==> src/rtl/indicator_pkg.sv <==
// Shared types and bit-ordering helpers for the front-panel indicator driver.
package indicator_pkg;

  // Transfer sequencer states.
  typedef enum logic [1:0] {
    IDLE     = 2'd0,
    SHIFT_LO = 2'd1,
    SHIFT_HI = 2'd2,
    LATCH    = 2'd3
  } state_t;

  // Bit ordering selectors.
  localparam int LAYOUT_LINEAR = 32'sd0;
  localparam int LAYOUT_PANEL  = 32'sd1;

  // Slot (0 = first sent) of a lamp inside one 16-bit panel group.
  // The group covers rows 0..3 and four adjacent columns (lane 0..3).
  function automatic logic [3:0] panel_slot(input int row, input int lane);
    logic [3:0] key;
    logic [3:0] slot;
    key = 4'((row * 32'sd4) + lane);
    case (key)
      4'd0:    slot = 4'd14;  // r0c0
      4'd1:    slot = 4'd12;  // r0c1
      4'd2:    slot = 4'd11;  // r0c2
      4'd3:    slot = 4'd9;   // r0c3
      4'd4:    slot = 4'd15;  // r1c0
      4'd5:    slot = 4'd13;  // r1c1
      4'd6:    slot = 4'd10;  // r1c2
      4'd7:    slot = 4'd8;   // r1c3
      4'd8:    slot = 4'd0;   // r2c0
      4'd9:    slot = 4'd2;   // r2c1
      4'd10:   slot = 4'd5;   // r2c2
      4'd11:   slot = 4'd7;   // r2c3
      4'd12:   slot = 4'd1;   // r3c0
      4'd13:   slot = 4'd3;   // r3c1
      4'd14:   slot = 4'd4;   // r3c2
      4'd15:   slot = 4'd6;   // r3c3
      default: slot = 4'd0;
    endcase
    return slot;
  endfunction

  // Serial position (0 = first bit on the wire) of lamp (row, col).
  function automatic int serial_pos(input int row, input int col,
                                    input int rows, input int cols,
                                    input int layout);
    int pos;
    if (layout == LAYOUT_PANEL) begin
      pos = ((col / 32'sd4) * 32'sd16) + int'(panel_slot(row, col % 32'sd4));
    end else begin
      // Linear: the highest-numbered lamp goes out first.
      pos = (rows * cols) - 32'sd1 - ((row * cols) + col);
    end
    return pos;
  endfunction

endpackage

==> src/rtl/indicator_map.sv <==
// Combinational permutation of the lamp array into shift-register order.
// Bit N-1 of q is the first bit shifted out.
module indicator_map
  import indicator_pkg::*;
#(
  parameter int ROWS   = 4,
  parameter int COLS   = 36,
  parameter int LAYOUT = 1
) (
  input  logic [ROWS*COLS-1:0] d,
  output logic [ROWS*COLS-1:0] q
);

  localparam int N = ROWS * COLS;

  // Reject layouts the panel wiring cannot represent.
  if ((LAYOUT != LAYOUT_LINEAR) && (LAYOUT != LAYOUT_PANEL)) begin : g_bad_layout
    $error("indicator_map: LAYOUT must be 0 (linear) or 1 (panel)");
  end
  if ((LAYOUT == LAYOUT_PANEL) && ((ROWS != 32'sd4) || ((COLS % 32'sd4) != 32'sd0))) begin : g_bad_shape
    $error("indicator_map: panel layout needs ROWS=4 and COLS divisible by 4");
  end

  // Each lamp lands in exactly one register bit, at its wire position.
  for (genvar r = 0; r < ROWS; r++) begin : g_row
    for (genvar c = 0; c < COLS; c++) begin : g_col
      localparam int POS = serial_pos(r, c, ROWS, COLS, LAYOUT);
      assign q[N-1-POS] = d[r*COLS+c];
    end
  end

endmodule

==> src/rtl/indicator_driver.sv <==
// Front-panel LED driver chain shifter: snapshots the lamp array, clocks it
// out serially with a self-generated sclk, then pulses the latch strobe.
module indicator_driver
  import indicator_pkg::*;
#(
  parameter int ROWS    = 4,
  parameter int COLS    = 36,
  parameter int DIV     = 50,
  parameter int REFRESH = 0,
  parameter int LAYOUT  = 1
) (
  input  logic                 clk,
  input  logic                 reset,
  input  logic [ROWS*COLS-1:0] d,
  input  logic                 start,
  input  logic                 lamp_test,
  output logic                 busy,
  output logic                 done,
  output logic                 sclk,
  output logic                 sdata,
  output logic                 slatch
);

  localparam int N  = ROWS * COLS;
  localparam int DW = (DIV > 32'sd1) ? $clog2(DIV) : 32'sd1;
  localparam int BW = $clog2(N + 32'sd1);
  localparam int RW = (REFRESH > 32'sd1) ? $clog2(REFRESH) : 32'sd1;

  localparam logic [DW-1:0] DIV_LAST = DW'(DIV - 32'sd1);
  localparam logic [BW-1:0] BIT_LAST = BW'(N - 32'sd1);
  localparam logic [RW-1:0] REF_LAST = (REFRESH > 32'sd0) ? RW'(REFRESH - 32'sd1) : {RW{1'b0}};

  if (DIV < 32'sd1) begin : g_bad_div
    $error("indicator_driver: DIV must be at least 1");
  end

  state_t          state_r;
  logic [N-1:0]    shreg_r;
  logic [DW-1:0]   div_cnt_r;
  logic [BW-1:0]   bit_cnt_r;
  logic [RW-1:0]   ref_cnt_r;
  logic            pending_r;

  logic [N-1:0]    mapped_s;
  logic [N-1:0]    snap_s;
  logic            ref_hit_s;
  logic            trigger_s;

  indicator_map #(
    .ROWS   (ROWS),
    .COLS   (COLS),
    .LAYOUT (LAYOUT)
  ) u_map (
    .d (d),
    .q (mapped_s)
  );

  // The wire always carries the register MSB; it only moves on shift edges.
  assign sdata = shreg_r[N-1];

  // Snapshot source selection and refresh trigger decode.
  always_comb begin
    snap_s    = mapped_s;
    ref_hit_s = 1'b0;
    if (lamp_test) begin
      snap_s = {N{1'b1}};
    end else begin
      snap_s = mapped_s;
    end
    if (REFRESH != 32'sd0) begin
      ref_hit_s = (ref_cnt_r == REF_LAST);
    end else begin
      ref_hit_s = 1'b0;
    end
    trigger_s = start | pending_r | ref_hit_s;
  end

  // Transfer sequencer with registered serial outputs and status.
  always_ff @(posedge clk or posedge reset) begin
    if (reset) begin
      state_r   <= IDLE;
      shreg_r   <= {N{1'b0}};
      div_cnt_r <= {DW{1'b0}};
      bit_cnt_r <= {BW{1'b0}};
      ref_cnt_r <= {RW{1'b0}};
      pending_r <= 1'b0;
      busy      <= 1'b0;
      done      <= 1'b0;
      sclk      <= 1'b0;
      slatch    <= 1'b0;
    end else begin
      done <= 1'b0;
      // A request during a transfer is remembered once and served at the end.
      if ((state_r != IDLE) && start) begin
        pending_r <= 1'b1;
      end
      case (state_r)
        IDLE: begin
          if (trigger_s) begin
            shreg_r   <= snap_s;
            pending_r <= 1'b0;
            ref_cnt_r <= {RW{1'b0}};
            div_cnt_r <= {DW{1'b0}};
            bit_cnt_r <= {BW{1'b0}};
            busy      <= 1'b1;
            sclk      <= 1'b0;
            slatch    <= 1'b0;
            state_r   <= SHIFT_LO;
          end else if (REFRESH != 32'sd0) begin
            ref_cnt_r <= ref_cnt_r + 1'b1;
          end else begin
            ref_cnt_r <= {RW{1'b0}};
          end
        end

        SHIFT_LO: begin
          if (div_cnt_r == DIV_LAST) begin
            div_cnt_r <= {DW{1'b0}};
            sclk      <= 1'b1;
            state_r   <= SHIFT_HI;
          end else begin
            div_cnt_r <= div_cnt_r + 1'b1;
          end
        end

        SHIFT_HI: begin
          if (div_cnt_r == DIV_LAST) begin
            // Falling sclk and the next data bit change on the same edge.
            div_cnt_r <= {DW{1'b0}};
            shreg_r   <= shreg_r << 1'b1;
            bit_cnt_r <= bit_cnt_r + 1'b1;
            sclk      <= 1'b0;
            if (bit_cnt_r == BIT_LAST) begin
              slatch  <= 1'b1;
              state_r <= LATCH;
            end else begin
              state_r <= SHIFT_LO;
            end
          end else begin
            div_cnt_r <= div_cnt_r + 1'b1;
          end
        end

        LATCH: begin
          if (div_cnt_r == DIV_LAST) begin
            div_cnt_r <= {DW{1'b0}};
            slatch    <= 1'b0;
            busy      <= 1'b0;
            done      <= 1'b1;
            state_r   <= IDLE;
          end else begin
            div_cnt_r <= div_cnt_r + 1'b1;
          end
        end

        default: begin
          state_r   <= IDLE;
          div_cnt_r <= {DW{1'b0}};
          busy      <= 1'b0;
          sclk      <= 1'b0;
          slatch    <= 1'b0;
        end
      endcase
    end
  end

endmodule

==> config.mk <==
export PLATFORM = sky130hd
export DESIGN_NAME = indicator_driver
export DESIGN_NICKNAME = d
export VERILOG_FILES = /design/src/rtl/indicator_pkg.sv /design/src/rtl/indicator_map.sv /design/src/rtl/indicator_driver.sv
export SDC_FILE = /design/constraint.sdc
export NUM_CORES = 1
export LEC_CHECK = 0
export BUFFER_PORTS_ARGS = -buffer_cell sky130_fd_sc_hd__buf_2
export CAP_MARGIN = 30
export CORE_MARGIN = 2
export CORE_UTILIZATION = 50
export DETAILED_ROUTE_END_ITERATION = 10
export HOLD_SLACK_MARGIN = 0.08
export PLACE_DENSITY = 0.72
export REMOVE_ABC_BUFFERS = 1
export SYNTH_ARGS = -nofsm -noshare
export SYNTH_HDL_FRONTEND = slang
export SYNTH_SLANG_ARGS = --single-unit
==> constraint.sdc <==
create_clock -name clk -period 10.6 [get_ports clk]
set_input_delay 0 -clock clk [delete_from_list [all_inputs] [get_ports clk]]
set_output_delay 0 -clock clk [all_outputs]
set_load 0.03 [all_outputs]
# Word-level counts from Yosys, hierarchy flattened
# Cells that the tools add are included.
# totals
in_bits	148
elab_cells	65
out_inout_bits	5
ff_bits	165
# classes
bitwise	1
eq_ne	10
n_addsub	2
muxes	30
n_reduce_logical	13
# ops
op	n
$mux W144	3
$pmux W144 S2	1
$mux W8	2
$pmux W8 S2	1
$mux W6	2
$pmux W6 S2	1
$mux W1	11
$mux W2	5
$ne A2 B2 Y1 const B	5
$add A8 B1 Y8 const B	1
$eq A8 B8 Y1 const B	1
$pmux W2 S4	1
$reduce_and A4 Y1	2
$add A6 B1 Y6 const B	1
$eq A6 B6 Y1 const B	1
$pmux W1 S3	2
$reduce_and A3 Y1	2
$reduce_bool A2 Y1	3
$reduce_bool A3 Y1	2
$reduce_and A5 Y1	1
$eq A2 B2 Y1 const B	2
$reduce_or A3 Y1	1
$eq A2 B1 Y1 const B	1
$logic_not A2 Y1	1
other kinds (3)	3

# Depth between registers and ports, before layout
# depth
depth_word	5
ltp_mapped	10
depth_no_buf	6

# Cells and area by module
# A second synthesis with hierarchy kept.
# unflattened
hier_cells	1049
hier_area_um2	9804.4
# modules_own_cells
mod	seq_area_each_um2	area_per_inst_um2	instances	cells_per_inst
indicator_driver	4129.0	8723.4	1	905
indicator_map	0.0	1081.0	1	144

# Worst setup path after synthesis
# OpenSTA, ideal clock, no wires.
# synth_path
path_type	register to register
from	register state_r[0]
to	register shreg_r[100]
t_arrival_ns	1.998
n_path_buf	4
period_less_slack_ns	2.123
required_ns	10.475
path_slack_ns	8.477
stages_incl_launch_ff	11
setup_time_ns	0.125
path_cell_list	dfrtp_1 > inv_1 > ha_1 > buf_6 > or3b_1 > buf_6 > o21ai_4 > a21oi_4 > buf_12 > buf_12 > mux2_4
# synth_via
elab_chain_len	3
elab_cells_between_ends	7
cone_classes	eq/ne: 3; mux: 1; reduce/logical: 3
# synth_lines
item	line	rtl
start, declared	indicator_driver.sv:37	state_t state_r;
start signal, assigned	indicator_driver.sv:81	state_r <= IDLE;
start signal, assigned	indicator_driver.sv:108	state_r <= SHIFT_LO;
start signal, assigned	indicator_driver.sv:120	state_r <= SHIFT_HI;
$eq A2 B2 Y1 / $logic_not A2 Y1 (equally long branches)	indicator_driver.sv:97	case (state_r)
$ne A2 B2 Y1 (no line) / $reduce_bool A2 Y1 (equally long branches)	n/a	
$reduce_and A3 Y1 (no line)	n/a	
end signal, assigned	indicator_driver.sv:82	shreg_r <= {N{1'b0}};
end signal, assigned	indicator_driver.sv:100	shreg_r <= snap_s;
end signal, assigned	indicator_driver.sv:130	shreg_r <= shreg_r << 1'b1;
end, declared	indicator_driver.sv:38	logic [N-1:0] shreg_r;
# Several ways; a longest one is shown, not always the timed one.
# A chain may end at the register's enable or synchronous reset.

# Final worst setup path
# layout_path
from	register state_r[0]
to	register slatch
# layout_via
elab_chain_len	3
elab_cells_between_ends	10
cone_classes	eq/ne: 6; mux: 1; reduce/logical: 3
# layout_lines
item	line	rtl
$eq A2 B2 Y1 / $logic_not A2 Y1 (equally long branches)	indicator_driver.sv:97	
$ne A2 B2 Y1 (no line) / $reduce_bool A3 Y1 (equally long branches)	n/a	
$reduce_and A5 Y1 (no line)	n/a	
end signal, assigned	indicator_driver.sv:90	slatch <= 1'b0;
end signal, assigned	indicator_driver.sv:107	slatch <= 1'b0;
end signal, assigned	indicator_driver.sv:134	slatch <= 1'b1;
end, declared	indicator_driver.sv:21	output logic slatch
# Several ways; a longest one is shown, not always the timed one.

==> impl_metrics.tcl <==
set metrics [dict create \
    ys_warn_count 0 \
    worstHoldStart "d[76]" \
    routabilityCongestion 0.860 \
    slowest_stage "buf_4" \
    r2r.worst_path.cells 7 \
    vias 7177 \
    path_cells "inv_1, ha_4, buf_4, buf_4, nand4_1, a221oi_1, o22ai_1" \
    hp-class "in -> reg" \
    grt_usage 0.224 \
    synth_most_common_cell "dfrtp_1" \
    fillers 1378 \
    status "finished, final reports clean" \
    cpMostUsedCell "buf_4" \
    synth_area_mm2 0.00922 \
    antenna_found_initial 0 \
    worstMarginPinSlew_ns 0.944 \
    relSlewSlack 0.370 \
    grt_max_degree 118 \
    setup_slack_ns 6.72 \
    start_util 0.511 \
    grt_pass1_wl_mm 35.7 \
    wl_per_cell_um 15.5 \
    reg2reg_slack_ns 6.72 \
    layout.nets 1316 \
    cp.arrival_ns 4.17 \
    cts_resized 0 \
    ys_seq_elements 165 \
    r2r-start "state_r[0]" \
    die_x_um 140 \
    critPathLaunchType "register" \
    cp.depth 7 \
    cts-root-buf "clkbuf_16" \
    cts_tree "yes" \
    ir_drop_mv 0.253 \
    max-clock-path-buffers 2 \
    area_growth_pct 29.1 \
    cp_slowest_stage_delay_ns 0.83 \
    pre_cts_ws_ns 6.79 \
    insertion_delay_ns 0.43 \
    seq_area_frac_synth 0.448 \
    fmax_mhz 258 \
    cts_buffers 17 \
    drtIter0Drc 484 \
    maxCapViolCount 0 \
    power_density_mw_per_mm2 293 \
    finalCritPeriodShare 0.366 \
    worstSetupPathType "reg -> reg" \
    num_io_pins 153 \
    synth.avg_cell_area_um2 10.2 \
    grt_setup_unrepaired "no" \
    netlist_instances 903 \
    coreArea_mm2 0.0180 \
    setup_viol 0 \
    placed_area_mm2 0.00986 \
    grt_pass1_vias 7287 \
    power_w 0.00348 \
    drtPass1Iterations 5 \
    hold_slack_ns 0.109 \
    synth-main-ff-cell "dfrtp_1" \
    finalClockSkew_ns 0.0137 \
    die-area_mm2 0.0195 \
    async_flop_share 1.00 \
    clk_pin_slew_ns 0.06 \
    crit_family "buffers and inverters" \
    cp_num_buf_inv 3 \
    layout-drive-gt1-share 0.290 \
    worst-path-max-fanout 117 \
    p_leak_nw 5.36 \
    clock_sinks 165 \
    critPathRequiredTime_ns 10.89 \
    netlist_top_cells_count "dfrtp_1 (165), nand2_1 (151), o21ai_0 (149)" \
    synth.distinct_cells 49 \
    vias_per_cell 5.12 \
    postRouteAntennaNets 0 \
    drc 0 \
    ys_top_cells_by_area "dfrtp_1 (45%), mux2_4 (22%), o21ai_0 (8.1%)" \
    critPathLaunch "state_r[0]" \
    fin_tns_setup_ns 0 \
    slew_violations 0 \
    synth_top_area_cell "dfrtp_1" \
    min_period_ns 3.88 \
    hold_depth 4 \
    drt-total-wl_mm 21.8 \
    fp-row-count 49 \
    htree_levels 4 \
    synth_top_area_share 0.448 \
    finalInstanceArea_mm2 0.0119 \
    fp.dieH_um 140 \
    io_buffers 152 \
    n_antenna_cell 0 \
    hold_viol_final 0 \
    worstSetupEndpointType "register" \
    synth_edf_count 0 \
    dp_hpwl_mm 12.0 \
    grt-ovfl-total 0 \
]
==> layout by cell type, fill, tap and decap left out, types with 4 or more instances in the layout <==
master	netlist	routed
nand3_1	7	7
dlygate4sd3_1	0	146
inv_1	7	6
buf_4	1	8
buf_2	3	151
mux2_4	137	137
a21oi_1	4	4
mux2_2	6	6
o21ai_0	149	149
nor2_1	148	148
dfrtp_1	165	165
nand2_1	151	151
clkbuf_16	0	17
a31oi_1	5	5
and3_1	4	4
clkinvlp_4	0	6
ha_1	7	6
==> final cells by class <==
cell class	instances	area (um^2)	share of cell area
clock buffers	19	433	0.0364
clock inverters	13	126	0.0106
inverters	7	31.3	0.00263
multi-input cells	663	4570	0.384
flip-flops and latches	165	4130	0.347
well taps	229	287	0.0241
repair buffers	307	2320	0.195
==> cell families (layout without fill, tap and decap cells) <==
logic type,count (synthesis),count (layout),synth area share
and+or+nand+nor,332,332,0.146
xor gates and xnor gates,3,3,0.00285
buffers and inverters,75,346,0.0573
muxes,144,144,0.232
AOI/OAI and AO/OA,177,177,0.104
adders and majority gates,7,7,0.00950
DFF,165,165,0.448
==> state kept, by name, indices dropped and copies added, names as in the netlist <==
name and flops:
done 1, div_cnt_r 6, sclk 1, shreg_r 144, bit_cnt_r 8, state_r 2
pending_r 1, busy 1, slatch 1
==> worst paths after layout <==
check | end
worst min-delay path | shreg_r[127]
min in group asynchronous | shreg_r[2]
worst min register to register | shreg_r[0]
worst max-delay path | slatch
max in group asynchronous | shreg_r[70]
worst max register to register | slatch
==> report_power, final <==
group          internal [W]  total, W  switching, W
registers          0.000932   0.00111      0.000177
clock network      0.000327  0.000597      0.000270
logic               0.00103   0.00178      0.000750
total               0.00229   0.00348       0.00120
==> through the flow <==
step | util | std cells
after floorplan | - | 835
after detailed placement | 0.547 | 1224
final | 0.660 | 1403
after global routing | 0.660 | 1403
after global placement | 0.546 | 1223
after CTS | 0.658 | 1401
==> worst register-to-register path, stage by stage, from the launching register on <==
cell	delay (ns)
dfrtp_1	0.42
inv_1	0.13
ha_4	0.70
buf_4	0.75
buf_4	0.88
nand4_1	0.42
a221oi_1	0.34
o22ai_1	0.12
==> metal layers <==
layer	wire length [um]	up-vias	GRT usage
li1	-	3557	-
met2	10500	177	0.365
met1	9890	3410	0.302
met5	0	-	0
met4	450	0	0.0747
met3	979	33	0.0447
==> repair_timing <==
action / CTS / global route
hold buffers: 145 / 1
buffers inserted: 0 / 0
hold endpoints to repair: 249 / 2
No activity file was read; power rests on OpenSTA's default activity.
